File: config.mk
export PLATFORM = sky130hd
export DESIGN_NAME = muldiv_unit
export DESIGN_NICKNAME = d
export VERILOG_FILES = /design/src/rtl/muldiv_unit.sv
export SDC_FILE = /design/constraint.sdc
export NUM_CORES = 1
export LEC_CHECK = 0
export BUFFER_PORTS_ARGS = -buffer_cell sky130_fd_sc_hd__buf_2
export CAP_MARGIN = 0
export CORE_ASPECT_RATIO = 0.7
export CORE_MARGIN = 3
export CORE_UTILIZATION = 37
export CTS_CLUSTER_DIAMETER = 150
export DETAILED_ROUTE_END_ITERATION = 8
export GPL_TIMING_DRIVEN = 1
export PLACE_DENSITY = 0.55
export SETUP_SLACK_MARGIN = 0.02
export SYNTH_ARGS = -nofsm -noshare
export SYNTH_HDL_FRONTEND = slang
export SYNTH_SLANG_ARGS = --single-unit
File: constraint.sdc
create_clock -name clk -period 9.1 [get_ports clk]
set_input_delay 2.275 -clock clk [delete_from_list [all_inputs] [get_ports clk]]
set_output_delay 2.275 -clock clk [all_outputs]
set_load 0.01 [all_outputs]
File: src/rtl/muldiv_unit.sv
// muldiv_unit: iterative HI/LO multiply/divide unit for MULT/MULTU/DIV/DIVU.
// A radix-2 shift-add multiply or restoring divide runs one iteration per cycle
// for 32 cycles on operand magnitudes; the result sign is fixed up on the last edge.
// Ports:
//   clk, rst           clock, synchronous active-high reset
//   start, op[1:0]     issue strobe; 00 MULT, 01 MULTU, 10 DIV, 11 DIVU
//   src_a, src_b       rs (multiplicand/dividend), rt (multiplier/divisor)
//   mthi, mtlo, wdata  direct HI/LO writes while the unit is not busy
//   flush              aborts an operation in flight
//   busy, done         stall request; one-cycle completion pulse
//   hi, lo             registered HI/LO
module muldiv_unit (
  input  logic        clk,
  input  logic        rst,
  input  logic        start,
  input  logic [1:0]  op,
  input  logic [31:0] src_a,
  input  logic [31:0] src_b,
  input  logic        mthi,
  input  logic        mtlo,
  input  logic [31:0] wdata,
  input  logic        flush,
  output logic        busy,
  output logic        done,
  output logic [31:0] hi,
  output logic [31:0] lo
);

  typedef enum logic [1:0] {IDLE, MUL, DIV, DONE} state_t;

  state_t      r_state, w_next;
  logic [4:0]  r_cnt;
  logic [31:0] r_hi, r_lo;
  logic [31:0] r_mc;        // multiplicand or divisor magnitude
  logic [31:0] r_ph, r_pl;  // MUL: product high/low; DIV: remainder / dividend->quotient
  logic [31:0] r_src_a;     // raw dividend, returned in HI on divide-by-zero
  logic        r_neg_q, r_neg_r, r_dz;

  logic        w_accept, w_run, w_last;
  logic        w_sa, w_sb;
  logic [31:0] w_abs_a, w_abs_b;
  logic [32:0] w_sum, w_rsh;
  logic [31:0] w_sub;
  logic        w_ge;
  logic [31:0] w_nh, w_nl;
  logic [63:0] w_prod;
  logic [31:0] w_res_hi, w_res_lo;

  assign w_accept = (r_state == IDLE || r_state == DONE) && start && !flush;
  assign w_run    = (r_state == MUL || r_state == DIV);
  assign w_last   = (r_cnt == 5'd31);

  // Signed ops record operand signs and iterate on magnitudes.
  assign w_sa    = !op[0] && src_a[31];
  assign w_sb    = !op[0] && src_b[31];
  assign w_abs_a = w_sa ? (~src_a + 32'd1) : src_a;
  assign w_abs_b = w_sb ? (~src_b + 32'd1) : src_b;

  // One iteration step for either operation.
  always_comb begin
    w_sum = {1'b0, r_ph} + (r_pl[0] ? {1'b0, r_mc} : 33'd0);
    w_rsh = {r_ph, r_pl[31]};
    w_ge  = (w_rsh >= {1'b0, r_mc});
    // Only used when w_ge, where the true difference fits in 32 bits.
    w_sub = w_rsh[31:0] - r_mc;
    if (r_state == DIV) begin
      w_nh = w_ge ? w_sub : w_rsh[31:0];
      w_nl = {r_pl[30:0], w_ge};
    end else begin
      w_nh = w_sum[32:1];
      w_nl = {w_sum[0], r_pl[31:1]};
    end
  end

  // Sign correction of the final iteration's result.
  always_comb begin
    w_prod = r_neg_q ? (64'd0 - {w_nh, w_nl}) : {w_nh, w_nl};
    if (r_state == DIV) begin
      if (r_dz) begin
        w_res_hi = r_src_a;
        w_res_lo = 32'hFFFF_FFFF;
      end else begin
        w_res_hi = r_neg_r ? (32'd0 - w_nh) : w_nh;
        w_res_lo = r_neg_q ? (32'd0 - w_nl) : w_nl;
      end
    end else begin
      w_res_hi = w_prod[63:32];
      w_res_lo = w_prod[31:0];
    end
  end

  always_comb begin
    w_next = r_state;
    busy   = 1'b0;
    done   = 1'b0;
    case (r_state)
      IDLE, DONE: begin
        done   = (r_state == DONE);
        w_next = IDLE;
        if (w_accept) w_next = op[1] ? DIV : MUL;
      end
      MUL, DIV: begin
        busy = 1'b1;
        if (flush)       w_next = IDLE;
        else if (w_last) w_next = DONE;
      end
      default: w_next = IDLE;
    endcase
  end

  always_ff @(posedge clk) begin
    if (rst) begin
      r_state <= IDLE;
      r_cnt   <= 5'd0;
      r_hi    <= 32'd0;
      r_lo    <= 32'd0;
      r_mc    <= 32'd0;
      r_ph    <= 32'd0;
      r_pl    <= 32'd0;
      r_src_a <= 32'd0;
      r_neg_q <= 1'b0;
      r_neg_r <= 1'b0;
      r_dz    <= 1'b0;
    end else begin
      r_state <= w_next;
      if (w_accept) begin
        r_cnt   <= 5'd0;
        r_ph    <= 32'd0;
        r_mc    <= op[1] ? w_abs_b : w_abs_a;
        r_pl    <= op[1] ? w_abs_a : w_abs_b;
        r_src_a <= src_a;
        r_neg_q <= w_sa ^ w_sb;
        r_neg_r <= w_sa;
        r_dz    <= op[1] && (src_b == 32'd0);
      end else if (w_run) begin
        if (!flush) begin
          r_cnt <= r_cnt + 5'd1;
          r_ph  <= w_nh;
          r_pl  <= w_nl;
          if (w_last) begin
            r_hi <= w_res_hi;
            r_lo <= w_res_lo;
          end
        end
      end else if (!start) begin
        if (mthi) r_hi <= wdata;
        if (mtlo) r_lo <= wdata;
      end
    end
  end

  assign hi = r_hi;
  assign lo = r_lo;

endmodule

* Word level (Yosys, flattened, before mapping)
Cells that the tools add are included.
** Operators by class
- Equal/unequal tests :: 9
- Reductions and logical operators :: 21
- $lt $le $gt $ge :: 1
- Bitwise gates (word level) :: 5
- Mux-type cells :: 35
- $add $sub $neg :: 8
** Operator list (count)
- two-way mux 32 bit :: 27
- adder 32 x 1 -> 32 bit, second input constant :: 2
- two-way mux 64 bit :: 1
- inverter 32 bit :: 2
- subtractor 1 x 32 -> 32 bit, first input constant :: 2
- subtractor 1 x 64 -> 64 bit, first input constant :: 1
- adder 32 x 32 -> 33 bit :: 1
- greater-or-equal comparator 33 x 32 -> 1 bit :: 1
- zero test 32 bit :: 1
- subtractor 32 bit :: 1
- AND reduction 5 bit :: 2
- two-way mux 2 bit :: 4
- != test 2 x 1 -> 1 bit, second input constant :: 3
- nonzero test 2 bit :: 3
- OR reduction 2 bit :: 3
- adder 5 x 1 -> 5 bit, second input constant :: 1
- == test 5 bit, second input constant :: 1
- logical AND 1 bit :: 5
- == test 2 bit, second input constant :: 2
- case mux 2 bit (2 select lines) :: 1
- AND reduction 2 bit :: 2
- != test 3 bit, second input constant :: 1
- == test 2 x 1 -> 1 bit, second input constant :: 1
- zero test 1 bit :: 2
- other kinds (6) :: 9
** Word-level totals
- Input bits :: 104
- Word-level logic and storage cells :: 90
- Bits in registers :: 202
- Output and inout bits :: 66

* Depth between registers and ports, before layout
- Depth in word-level cells :: 10
- Gate-level depth with buffers :: 24
- Depth with buffers taken out :: 21

* Worst setup path before layout
No wires, ideal clock.
- Path kind :: reg2reg
- Start :: register r_mc[12]
- End :: register r_hi[30] (netlist: hi[30])
- Data required time :: 9042 ps
- Arrival :: 5061 ps
- Stages on the path, launching flop included :: 23
- Setup slack :: 3981 ps
- Cells stage by stage :: dfxtp_1 -> inv_1 -> ha_1 -> buf_6 -> and2_4 -> a41oi_1 -> nand3_1 -> o21ai_2 -> a311oi_2 -> buf_6 -> buf_2 -> o22ai_1 -> ha_1 -> o21ai_0 -> nor4_1 -> o211ai_1 -> or4_1 -> nor4_1 -> nand4_1 -> o41ai_1 -> xor2_1 -> a221oi_1 -> a21o_1
** On the way
- Longest elaborated chain between the ends :: 10
** RTL lines
- start, declared :: line 34 : logic [31:0] r_mc;
- start signal, assigned :: line 129 : r_mc <= op[1] ? w_abs_b : w_abs_a;
- two-way mux 32 bit, or another cell as far along :: line 61 : w_sum = {1'b0, r_ph} + (r_pl[0] ? {1'b0, r_mc} : 33'd0);
- adder 32 x 32 -> 33 bit / two-way mux 32 bit (equally long branches) :: line 61, 67
- two-way mux 32 bit :: line 66 : if (r_state == DIV) begin
- subtractor 1 x 32 -> 32 bit :: line 83 : w_res_hi = r_neg_r ? (32'd0 - w_nh) : w_nh;
- two-way mux 32 bit :: line 83
- two-way mux 32 bit :: line 79 : if (r_dz) begin
- two-way mux 32 bit (*) :: line 78 : if (r_state == DIV) begin
- two-way mux 32 bit (*) :: line 140 : if (w_last) begin
- two-way mux 32 bit (*) :: line 136 : if (!flush) begin
- two-way mux 32 bit (*) :: line 135 : end else if (w_run) begin
- end signal, assigned :: line 141 : r_hi <= w_res_hi;
- end signal, assigned :: line 146 : if (mthi) r_hi <= wdata;
- end, declared :: line 33 : logic [31:0] r_hi, r_lo;
Every way passes the cells marked *; elsewhere a longest branch is shown, timed or not. The select of a mux whose other input is x is not followed.
A chain may end at the register's enable or synchronous reset.

* Worst setup path in the final report
- Start :: register r_ph[11]
- End :: register r_hi[30] (netlist: hi[30])
** On the way
- Longest elaborated chain between the ends :: 10
** RTL lines
- start, declared :: line 35 : logic [31:0] r_ph, r_pl;
- start signal, assigned :: line 138 : r_ph <= w_nh;
- subtractor 32 bit / greater-or-equal comparator 33 x 32 -> 1 bit (equally long branches) :: line 65, 63
- two-way mux 32 bit :: line 67 : w_nh = w_ge ? w_sub : w_rsh[31:0];
- two-way mux 32 bit :: line 66
- subtractor 1 x 32 -> 32 bit :: line 83
- two-way mux 32 bit :: line 83
- two-way mux 32 bit :: line 79
- two-way mux 32 bit (*) :: line 78
- two-way mux 32 bit (*) :: line 140
- two-way mux 32 bit (*) :: line 136
- two-way mux 32 bit (*) :: line 135
Marked as above.

==> key figures <==
Status
  • Status: completed

Finish
  • ANT cells: 0
  • Post-Layout Cell Count: 3125
  • Commonest non-fill, non-tap cells in the layout: nand2_1, a21oi_1, nor2_1
  • Commonest non-fill, non-tap cell in the layout: nand2_1
  • Area Overhead vs Synth: 11.80%
  • Final net count: 2683
  • Share of layout cells above drive strength 1: 12.41%
  • Fin area: 19480 µm²

STA
  • Slew @ Worst Pin: 1213 ps
  • Endpoints failing hold: 0
  • Fin Hold WS: 449.7 ps
  • Setup TNS Final: 0 ps
  • Fin Clk Skew: 22.45 ps
  • Max Freq: 153.3 MHz
  • Rel. slew slack: 19.13%
  • Final Setup Violations: 0
  • Clock period minus worst slack: 6523 ps
  • Tcrit/Tclk final: 71.68%
  • Count of pins over their slew limit: 0
  • RSZ-0062 raised after global routing: false

Synthesis
  • Compound-Gate Fraction of Synth Area: 28.95%
  • FF+latch count, synth: 202
  • Post-Syn Area: 17430 µm²
  • Dominant cell type by area after synthesis: dfxtp_1
  • Mean post-synth cell area: 7.136 µm²
  • Simple-gate portion of the synthesized area: 24.66%
  • Synth Area in XOR/XNOR: 9.599%
  • Asr flop ratio synth: 0%
  • Sequential cell area fraction in the yosys report: 23.21%
  • Ys flop type: dfxtp_1
  • Top post-synthesis cells by area: dfxtp_1, a21oi_1, nand2_1, nor2_1, ha_1
  • Post-Syn Instances: 2442
  • Largest family of logic cells by synthesized area: compound AO/OA/AOI/OAI gates
  • Post-synth net total: 2620
  • Cell variety after synth: 98
  • Post-synth EDFFs: 0
  • Post-Synth Adder-Cell Area: 5.399%
  • Top cell type's share of synthesized area: 23.21%
  • Post-synthesis mux area share: 2.807%
  • Yosys Warn Count: 0

Hold path
  • WHS Path Cells: 2
  • Hold Crit Class: reg2reg
  • Hold Path End: lo[20]
  • Hold Startpoint: lo[20]

Clock tree
  • Clock Tree Buf Depth: 3
  • CTS root buf: clkbuf_16
  • H-tree depth: 1
  • Worst-path clk slew: 70 ps
  • CTS Sinks: 202
  • Setup Buffers After CTS: 0
  • Clock Latency Late Sink: 560 ps
  • Hold_buf cts: 0
  • TritonCTS Buffers: 25
  • CTS tree: built
  • Resized cells post-CTS: 0

Drt
  • 1st-iter DRT viols: 2403
  • DR pass1 iterations: 6
  • DRC errors left: 0
  • Drt wl/cell: 26.37 µm
  • Routed metal-1 wire length: 37030 µm
  • Post-Route WL: 82410 µm
  • Total length of routed met3 wires: 11930 µm
  • Max Used Layer: met5
  • Met2 WL: 30860 µm
  • DRT antenna net count: 0
  • Vias per cell: 6.273
  • Via count: 19600

Floorplanning
  • Die height: 187.6 µm
  • Die Width: 265.4 µm
  • Core ar.: 45790 µm²
  • Top Ports: 170
  • Initial Utilization: 38.06%
  • Cell Rows: 65
  • Die area: 49780 µm²

GRT
  • First-pass GRT wire length: 120600 µm
  • Pin count of the biggest net entering global routing: 90
  • Vias in the first global route: 18070
  • All-Layer GR Usage: 32.07%
  • Initial antenna violation count: 1
  • GRT overflow: 0

Critical path
  • CP Buf/Inv Count: 1
  • Crit path launch type: flop
  • Critical path class: reg2reg
  • Crit. End Element: flop
  • Worst path slowest cell: nor4_1
  • WP data arrival: 7030 ps
  • Worst R2R End: hi[30]
  • Top delay family on crit path: compound AO/OA/AOI/OAI gates
  • R2R Setup Slk: 2580 ps
  • CP Data Required Time: 9600 ps
  • Slowest stage delay, CP: 720 ps
  • Worst Reg-to-Reg Cells: 19
  • Crit-path max FO: 13
  • Crit path cell chain: ha_1 -> and2_4 -> a41oi_1 -> nand3_1 -> o21ai_2 -> a311oi_2 -> buf_4 -> o22ai_1 -> ha_1 -> o21ai_0 -> nor4_1 -> o211ai_1 -> or4_1 -> nor4_1 -> nand4_1 -> o41ai_1 -> xor2_1 -> a221oi_1 -> a21o_1
  • Worst reg2reg startpoint: r_ph[11]

Run
  • Max_cap viols: 0

Place
  • IO Port Bufs: 169
  • Placed cells: 3081
  • Final HPWL DP: 64840 µm
  • DP Area: 18660 µm²
  • GPL Wtd Cong: 1.007

Pwr
  • Worst vdd ir: 144.7 µV
  • PwrDens: 148.4 nW/µm²
  • Leakage: 7.509 nW
## worst register-to-register path: stages, from the launching register on
cell	delay, ps
dfxtp_1	440
ha_1	380
and2_4	220
a41oi_1	190
nand3_1	150
o21ai_2	320
a311oi_2	300
buf_4	290
o22ai_1	490
ha_1	280
o21ai_0	190
nor4_1	460
o211ai_1	220
or4_1	650
nor4_1	720
nand4_1	210
o41ai_1	440
xor2_1	110
a221oi_1	300
a21o_1	110
## area by class of cell
| type | count | area (µm²) |
|---|---|---|
| repair buffers | 207 | 1134 |
| clock buffers | 31 | 688.2 |
| fillers | 4797 | 26310 |
| well taps | 603 | 754.5 |
| inverters | 65 | 244.0 |
| clock inverters | 13 | 137.6 |
| multi-input cells | 2004 | 12480 |
| flip-flops and latches | 202 | 4045 |
## cell usage after synthesis, drive strengths merged, types with 8 or more instances
library cell / number
or4: 8
a221oi: 11
or3: 14
xnor2: 93
mux2: 15
buf: 37
o31ai: 21
nor2: 248
clkbuf: 134
dfxtp: 202
o221ai: 36
xor2: 98
nand3: 43
nor4: 23
a311oi: 12
o22ai: 25
inv: 63
a211oi: 56
and3: 21
nor2b: 9
nand2b: 33
a21oi: 280
and2: 43
mux2i: 32
nor3: 70
o41ai: 12
nand4: 30
o211ai: 62
o21ai: 127
ha: 72
nand2: 323
a21o: 24
nor3b: 11
or2: 15
a31oi: 21
o21a: 11
## metal layers
metal,GRT usage (%),vias up
li1,-,8990
met3,13.60,120
met5,0,-
met4,8.898,2
met1,46.59,9391
met2,42.36,1100
## power breakdown
part           switching (mW)  total (mW)  internal (mW)
sequential             0.0552       0.986          0.931
clock                   0.441        1.04          0.595
combinational           0.593       0.869          0.277
total                    1.09        2.89           1.80
## sequential cells by signal, indices dropped and copies added, names as in the netlist
name / flops
r_pl: 32
r_ph: 32
r_dz: 1
r_src_a: 32
r_state: 2
r_neg_q: 1
r_cnt: 5
lo: 32
hi: 32
r_neg_r: 1
r_mc: 32
## through the flow
step	setup slack [ps]	power [mW]	util (%)
global route	2309	3.003	42.55
finish	2577	2.892	42.55
floorplan	3981	1.526	-
CTS	2764	2.876	42.55
detailed placement	2784	1.843	40.75
global placement	2923	1.844	40.75
## worst max-delay path by stage
stage	start	end	slack [ps]	depth (start not counted)
2_1_floorplan	r_mc[12]	hi[30]	3980	22
3_3_place_gp	r_mc[12]	hi[30]	2920	20
3_5_place_dp	r_mc[12]	hi[30]	2780	20
4_1_cts	r_mc[12]	hi[30]	2760	20
5_1_grt	r_mc[12]	hi[30]	2310	20
6_report	r_ph[11]	hi[30]	2580	19
## logic make-up after synthesis
logic type | Yosys count
XOR/XNOR | 191
flip-flops | 202
multiplexers | 47
buffers and inverters | 236
AND/OR/NAND/NOR | 914
AO/OA/AOI/OAI | 778
adder cells (fa/ha/maj) | 74
(Power assumes the default switching activity.)
